<file path="config.mk">
export PLATFORM = sky130hd
export DESIGN_NAME = ps2_host_tx
export DESIGN_NICKNAME = d
export VERILOG_FILES = /design/src/rtl/ps2_host_tx.sv
export SDC_FILE = /design/constraint.sdc
export NUM_CORES = 1
export LEC_CHECK = 0
export ABC_AREA = 1
export CAP_MARGIN = 15
export CORE_UTILIZATION = 60
export DETAILED_ROUTE_END_ITERATION = 10
export PLACE_DENSITY_LB_ADDON = 0.2
export RECOVER_POWER = 50
export SLEW_MARGIN = 25
export SYNTH_ARGS = -nofsm -noshare
export SYNTH_HDL_FRONTEND = slang
export SYNTH_SLANG_ARGS = --single-unit
</file>
<file path="constraint.sdc">
create_clock -name i_clock -period 2.31 [get_ports i_clock]
set_clock_uncertainty 0.05 [all_clocks]
set_input_delay 0.462 -clock i_clock [delete_from_list [all_inputs] [get_ports i_clock]]
set_output_delay 0.462 -clock i_clock [all_outputs]
set_load 0.03 [all_outputs]
</file>
<file path="src/rtl/ps2_host_tx.sv">
// PS/2 host-to-device command transmitter: inhibit, request-to-send, clocked-out
// frame driven by the device, ACK capture, idle wait and timeout abort.
module ps2_host_tx #(
  parameter int unsigned INHIBIT_CYCLES = 5000,
  parameter int unsigned TIMEOUT_CYCLES = 1000000,
  parameter int unsigned FILTER_LEN     = 8
) (
  input  logic       i_clock,
  input  logic       i_reset,
  input  logic [7:0] i_tx_data,
  input  logic       i_tx_start,
  input  logic       i_ps2c_in,
  input  logic       i_ps2d_in,
  output logic       o_ps2c_drive_low,
  output logic       o_ps2d_drive_low,
  output logic       o_busy,
  output logic       o_rx_inhibit,
  output logic       o_done,
  output logic       o_ack_ok,
  output logic       o_error
);

  localparam int unsigned IW = $clog2(INHIBIT_CYCLES + 1);
  localparam int unsigned TW = $clog2(TIMEOUT_CYCLES + 1);
  localparam int unsigned FW = $clog2(FILTER_LEN + 1);

  typedef enum logic [2:0] {
    S_IDLE, S_INHIBIT, S_REQ, S_SEND, S_WAIT_ACK, S_WAIT_IDLE, S_DONE, S_ERROR
  } state_t;

  state_t        r_state, r_next;
  logic [1:0]    r_c_sync, r_d_sync;
  logic          r_c_filt, r_fall;
  logic [FW-1:0] r_filt_cnt;
  logic [IW-1:0] r_inh_cnt;
  logic [TW-1:0] r_to_cnt;
  logic [9:0]    r_shift;
  logic [3:0]    r_bit_cnt;
  logic          r_dat_low, r_ack;

  logic w_c_s, w_d_s, w_inh_last, w_active, w_timeout;

  assign w_c_s      = r_c_sync[1];
  assign w_d_s      = r_d_sync[1];
  assign w_inh_last = (r_inh_cnt == IW'(INHIBIT_CYCLES - 1));
  assign w_active   = (r_state == S_REQ) || (r_state == S_SEND) ||
                      (r_state == S_WAIT_ACK) || (r_state == S_WAIT_IDLE);
  assign w_timeout  = w_active && (r_to_cnt == TW'(TIMEOUT_CYCLES - 1));

  always_ff @(posedge i_clock or posedge i_reset) begin
    if (i_reset) begin
      r_c_sync <= '1;
      r_d_sync <= '1;
    end else begin
      r_c_sync <= {r_c_sync[0], i_ps2c_in};
      r_d_sync <= {r_d_sync[0], i_ps2d_in};
    end
  end

  // Level changes only after FILTER_LEN consecutive differing samples.
  always_ff @(posedge i_clock or posedge i_reset) begin
    if (i_reset) begin
      r_c_filt   <= 1'b1;
      r_filt_cnt <= '0;
      r_fall     <= 1'b0;
    end else begin
      r_fall <= 1'b0;
      if (w_c_s == r_c_filt) begin
        r_filt_cnt <= '0;
      end else if (r_filt_cnt == FW'(FILTER_LEN - 1)) begin
        r_c_filt   <= w_c_s;
        r_filt_cnt <= '0;
        r_fall     <= ~w_c_s;
      end else begin
        r_filt_cnt <= r_filt_cnt + 1'b1;
      end
    end
  end

  always_ff @(posedge i_clock or posedge i_reset) begin
    if (i_reset) r_state <= S_IDLE;
    else         r_state <= r_next;
  end

  always_comb begin
    r_next = r_state;
    case (r_state)
      S_IDLE:      if (i_tx_start) r_next = S_INHIBIT;
      S_INHIBIT:   if (w_inh_last) r_next = S_REQ;
      S_REQ:       if (w_timeout) r_next = S_ERROR;
                   else if (r_fall) r_next = S_SEND;
      S_SEND:      if (w_timeout) r_next = S_ERROR;
                   else if (r_fall && (r_bit_cnt == 4'd9)) r_next = S_WAIT_ACK;
      S_WAIT_ACK:  if (w_timeout) r_next = S_ERROR;
                   else if (r_fall) r_next = S_WAIT_IDLE;
      S_WAIT_IDLE: if (w_timeout) r_next = S_ERROR;
                   else if (r_c_filt && w_d_s) r_next = S_DONE;
      S_DONE:      r_next = S_IDLE;
      S_ERROR:     r_next = S_IDLE;
      default:     r_next = S_IDLE;
    endcase
  end

  always_ff @(posedge i_clock or posedge i_reset) begin
    if (i_reset) begin
      r_shift   <= '0;
      r_bit_cnt <= '0;
      r_inh_cnt <= '0;
      r_to_cnt  <= '0;
      r_dat_low <= 1'b0;
      r_ack     <= 1'b0;
    end else begin
      case (r_state)
        S_IDLE: begin
          r_inh_cnt <= '0;
          if (i_tx_start) begin
            r_shift <= {1'b1, ~^i_tx_data, i_tx_data};
            r_ack   <= 1'b0;
          end
        end
        S_INHIBIT: begin
          r_inh_cnt <= r_inh_cnt + 1'b1;
          r_to_cnt  <= '0;
        end
        S_REQ, S_SEND, S_WAIT_ACK, S_WAIT_IDLE: begin
          r_to_cnt <= r_to_cnt + 1'b1;
          if (r_fall && !w_timeout) begin
            if (r_state == S_WAIT_ACK) begin
              r_ack <= ~w_d_s;
            end else if (r_state != S_WAIT_IDLE) begin
              r_dat_low <= ~r_shift[0];
              r_shift   <= r_shift >> 1;
              r_bit_cnt <= (r_state == S_REQ) ? 4'd1 : r_bit_cnt + 4'd1;
            end
          end
        end
        default: r_dat_low <= 1'b0;
      endcase
    end
  end

  always_comb begin
    o_ps2c_drive_low = 1'b0;
    o_ps2d_drive_low = 1'b0;
    o_done           = 1'b0;
    o_ack_ok         = 1'b0;
    o_error          = 1'b0;
    o_busy           = (r_state != S_IDLE);
    o_rx_inhibit     = (r_state != S_IDLE);
    case (r_state)
      S_INHIBIT: begin
        o_ps2c_drive_low = 1'b1;
        o_ps2d_drive_low = w_inh_last;
      end
      S_REQ:   o_ps2d_drive_low = 1'b1;
      S_SEND:  o_ps2d_drive_low = r_dat_low;
      S_DONE: begin
        o_done   = 1'b1;
        o_ack_ok = r_ack;
      end
      S_ERROR: o_error = 1'b1;
      default: ;
    endcase
  end

endmodule

</file>
==> out/qor.txt <==
clock network power share: 23.7%
min Tclk post-route: 2.17 ns
depth of the worst hold-timing path: 0
highest metal layer with signal wires: met4
remaining max-slew budget at the tightest pin: 1.08%
Post-Syn Area per Cell: 7.32 µm²
final-report setup violation count: 0
type of origin of the critical path: flip-flop
starting utilization of the core area: 63.6%
CP Class: flip-flop to primary output
total congestion overflow after global routing: 0
die area: 6290 µm²
syn nets: 508
P_sw: 0.00175 W
Async S/R FF share, synth: 100%
die height: 79.3 µm
Least-Margin Pin Slew: 1.48 ns
number of levels in the clock H-tree: 3
Post-Route M1 WL: 3470 µm
worst-case clock buffer depth: 2
clock tree root buffer cell: sky130_fd_sc_hd__clkbuf_8
Power Density: 1010 nW/µm²
Via Count: 3261
startpoint of the most critical register-to-register path: r_to_cnt[0]
PnR worst setup slack: 0.137 ns
internal reg-to-reg setup slack: 0.40 ns
total of buffers placed on input and output ports: 19
number of max-cap violations: 1
total cell area at the placement stage: 3890 µm²
leakage power: 2.01 nW
number of sinks handled by clock tree synthesis: 62
combinational power share: 41.4%
internal power: 0.00238 W
cell area after technology mapping: 3590 µm²
Crit Path Max Fanout: 4
mux cell area share after synthesis: 0%
number of DRC markers after the initial detailed-route iteration: 256
highest clock frequency the design can meet: 460 MHz
count of inserted antenna diode cells: 0
Worst R2R Path Depth: 8
total CTS buffers: 9
Buf+Inv Stages, Crit Path: 2
standard cell core area: 5640 µm²
synthesized netlist cell count: 490
count of standard-cell rows: 27
dominant combinational cell family by area after synthesis: simple AND/OR/NAND/NOR gates
clock transition at the registers of the reported paths: 0.07 ns
postcts setup bufs: 0
NumNets Final: 538
result of the run: finished with violations
Final Power: 0.00413 W
post-layout instance area: 4080 µm²
vias in the first global route: 3156
total detailed-routing wirelength: 7850 µm
Worst Hold Path EP: r_c_sync[1]
Worst R2R End: r_to_cnt[14]
synthesis warning total: 0
data arrival time of the critical path: 1.66 ns
count of final max-slew check failures: 0
post-placement setup slack: 0.196 ns
part of the power in registers: 34.9%
most frequent standard cell in the layout excluding fill and tap cells: sky130_fd_sc_hd__nand2_1
met2 wire len: 3890 µm
RSZ-0062 raised after global routing: false
failing checks: max-capacitance violations
routed length on met3: 323 µm
stage delay of the slowest cell on the critical path: 0.39 ns
Top FF cell, synth: sky130_fd_sc_hd__dfrtp_1
count of flip-flops with a built-in enable after synthesis: 0
DRC violations left: 0
required time reported for the critical path endpoint: 1.80 ns
share of layout cells above drive strength 1: 11.4%
insertion delay of the later-clocked pin in the worst-skew pair: 0.34 ns
leading cell types in the layout, fill and taps excluded: sky130_fd_sc_hd__nand2_1 (163), sky130_fd_sc_hd__dfrtp_1 (57), sky130_fd_sc_hd__inv_1 (56), sky130_fd_sc_hd__nand3_1 (46), sky130_fd_sc_hd__nor2_1 (36)
start point of the worst min-delay path: r_c_sync[0]
crit end category: primary output
gate family responsible for the most delay along the worst path: flip-flops
Min-Delay Path Class: flip-flop to flip-flop
flip-flop and latch count after synthesis: 62
I/O pins: 20
distinct cell type count after synthesis: 36
simple-gate portion of the synthesized area: 36.7%
switching fraction of total power: 42.4%
post-route ant nets: 0
Worst path slowest cell: sky130_fd_sc_hd__dfrtp_1
largest net degree at the start of global routing: 63
iteration count of the initial detailed-routing pass: 6
final critical-path share of the clock period: 94.1%
total negative slack for setup checks: 0 ns
die boundary width: 79.3 µm
average wire per cell in the routed design: 13.1 µm
GRT Util Overall: 27.8%
Worst IR Drop VDD: 0.000854 V
area added between synthesis and finish: 13.8%
RePlAce Congestion: 0.893
register area share after synthesis: 43.4%
Avg Vias per Cell: 5.46
xor-xnor portion of the synthesized cell area: 2.44%
antenna violations before repair: 0
post-DP HPWL: 5570 µm
core utilization of the finished layout: 72.4%
critical-path cell list: ha_1 > nand2_1 > inv_1 > nand4_1 > o221ai_1 > buf_4
share of the synthesized area in compound gates (AO/OA/AOI/OAI): 7.92%
hold violation count in the final report: 0
wire length of the first global-routing pass: 13500 µm
fraction of the mapped netlist area in adder cells: 1.74%
TritonCTS clock tree: built
[Yosys cell counts (6+ instances only)]
master	instances	share of area, %
sky130_fd_sc_hd__a21oi_1	12	1.7
sky130_fd_sc_hd__nand3_1	46	6.4
sky130_fd_sc_hd__nor3_1	14	2.0
sky130_fd_sc_hd__o21ai_0	23	3.2
sky130_fd_sc_hd__nand2_2	8	1.4
sky130_fd_sc_hd__nand4_1	8	1.4
sky130_fd_sc_hd__inv_1	57	6.0
sky130_fd_sc_hd__nand2_1	163	17
sky130_fd_sc_hd__buf_2	6	0.84
sky130_fd_sc_hd__dfrtp_1	57	40
sky130_fd_sc_hd__nor2_1	36	3.8
[how the worst max path moves through the flow]
| stage | startpoint | endpoint | slack [ns] | depth (start not counted) |
|---|---|---|---|---|
| 5_1_grt | i_reset | r_to_cnt[17] | 0.07 | 3 |
| 3_5_place_dp | r_state[0] | o_ack_ok | 0.20 | 3 |
| 6_report | r_inh_cnt[0] | o_ps2d_drive_low | 0.14 | 6 |
| 2_1_floorplan | r_state[2] | o_ack_ok | 0.09 | 3 |
| 4_1_cts | r_state[1] | o_rx_inhibit | 0.004 | 4 |
| 3_3_place_gp | r_state[0] | o_ack_ok | 0.24 | 3 |
[area by class of cell]
cell class              count  area (µm²)
clock buffers              13         159
clock inverters             3        42.5
fillers                   447        1560
inverters                  62         233
multi-input cells         358        1760
flip-flops and latches     62        1560
well taps                  72        90.1
repair buffers             27         244
[cell families (layout without fill, tap and decap cells)]
logic type / Yosys count / in the layout
AOI/OAI and AO/OA: 50 / 50
and+or+nand+nor: 293 / 293
adders and majority gates: 5 / 5
DFF: 62 / 62
buffers and inverters: 70 / 105
xor gates and xnor gates: 10 / 10
[metal layers]
| layer | track usage [%] | vias to the layer above |
|---|---|---|
| met5 | 0 | - |
| met2 | 48.2 | 68 |
| met4 | 12.0 | 0 |
| li1 | - | 1630 |
| met1 | 34.3 | 1546 |
| met3 | 4.48 | 17 |
[power by group through the flow]
stage	clock network, W	registers [W]	logic [W]
CTS	0.000980	0.00144	0.00171
global placement	0	0.00144	0.00165
global route	0.00103	0.00146	0.00191
floorplan	0	0.00143	0.00125
finish	0.000980	0.00144	0.00171
detailed placement	0	0.00145	0.00170
[state kept, by name, indices dropped and copies added (netlist names)]
register and cells:
r_d_sync 2, r_c_filt 1, r_c_sync 2, r_ack 1, r_to_cnt 20, r_inh_cnt 13
r_filt_cnt 4, r_dat_low 1, r_state 3, r_fall 1, r_shift 10, r_bit_cnt 4
[what timing repair did]
item                       CTS  global route
cloned                       0             0
resized for setup            4             2
setup endpoints to repair    4             2
pin swaps                    0             0
hold buffers                 0             0
[through the flow]
step	cells	hold WS [ns]
finish	597	0.311
global route	597	0.313
CTS	597	0.313
detailed placement	581	0.299
global placement	581	0.296
floorplan	490	0.295
(Power assumes the default switching activity.)
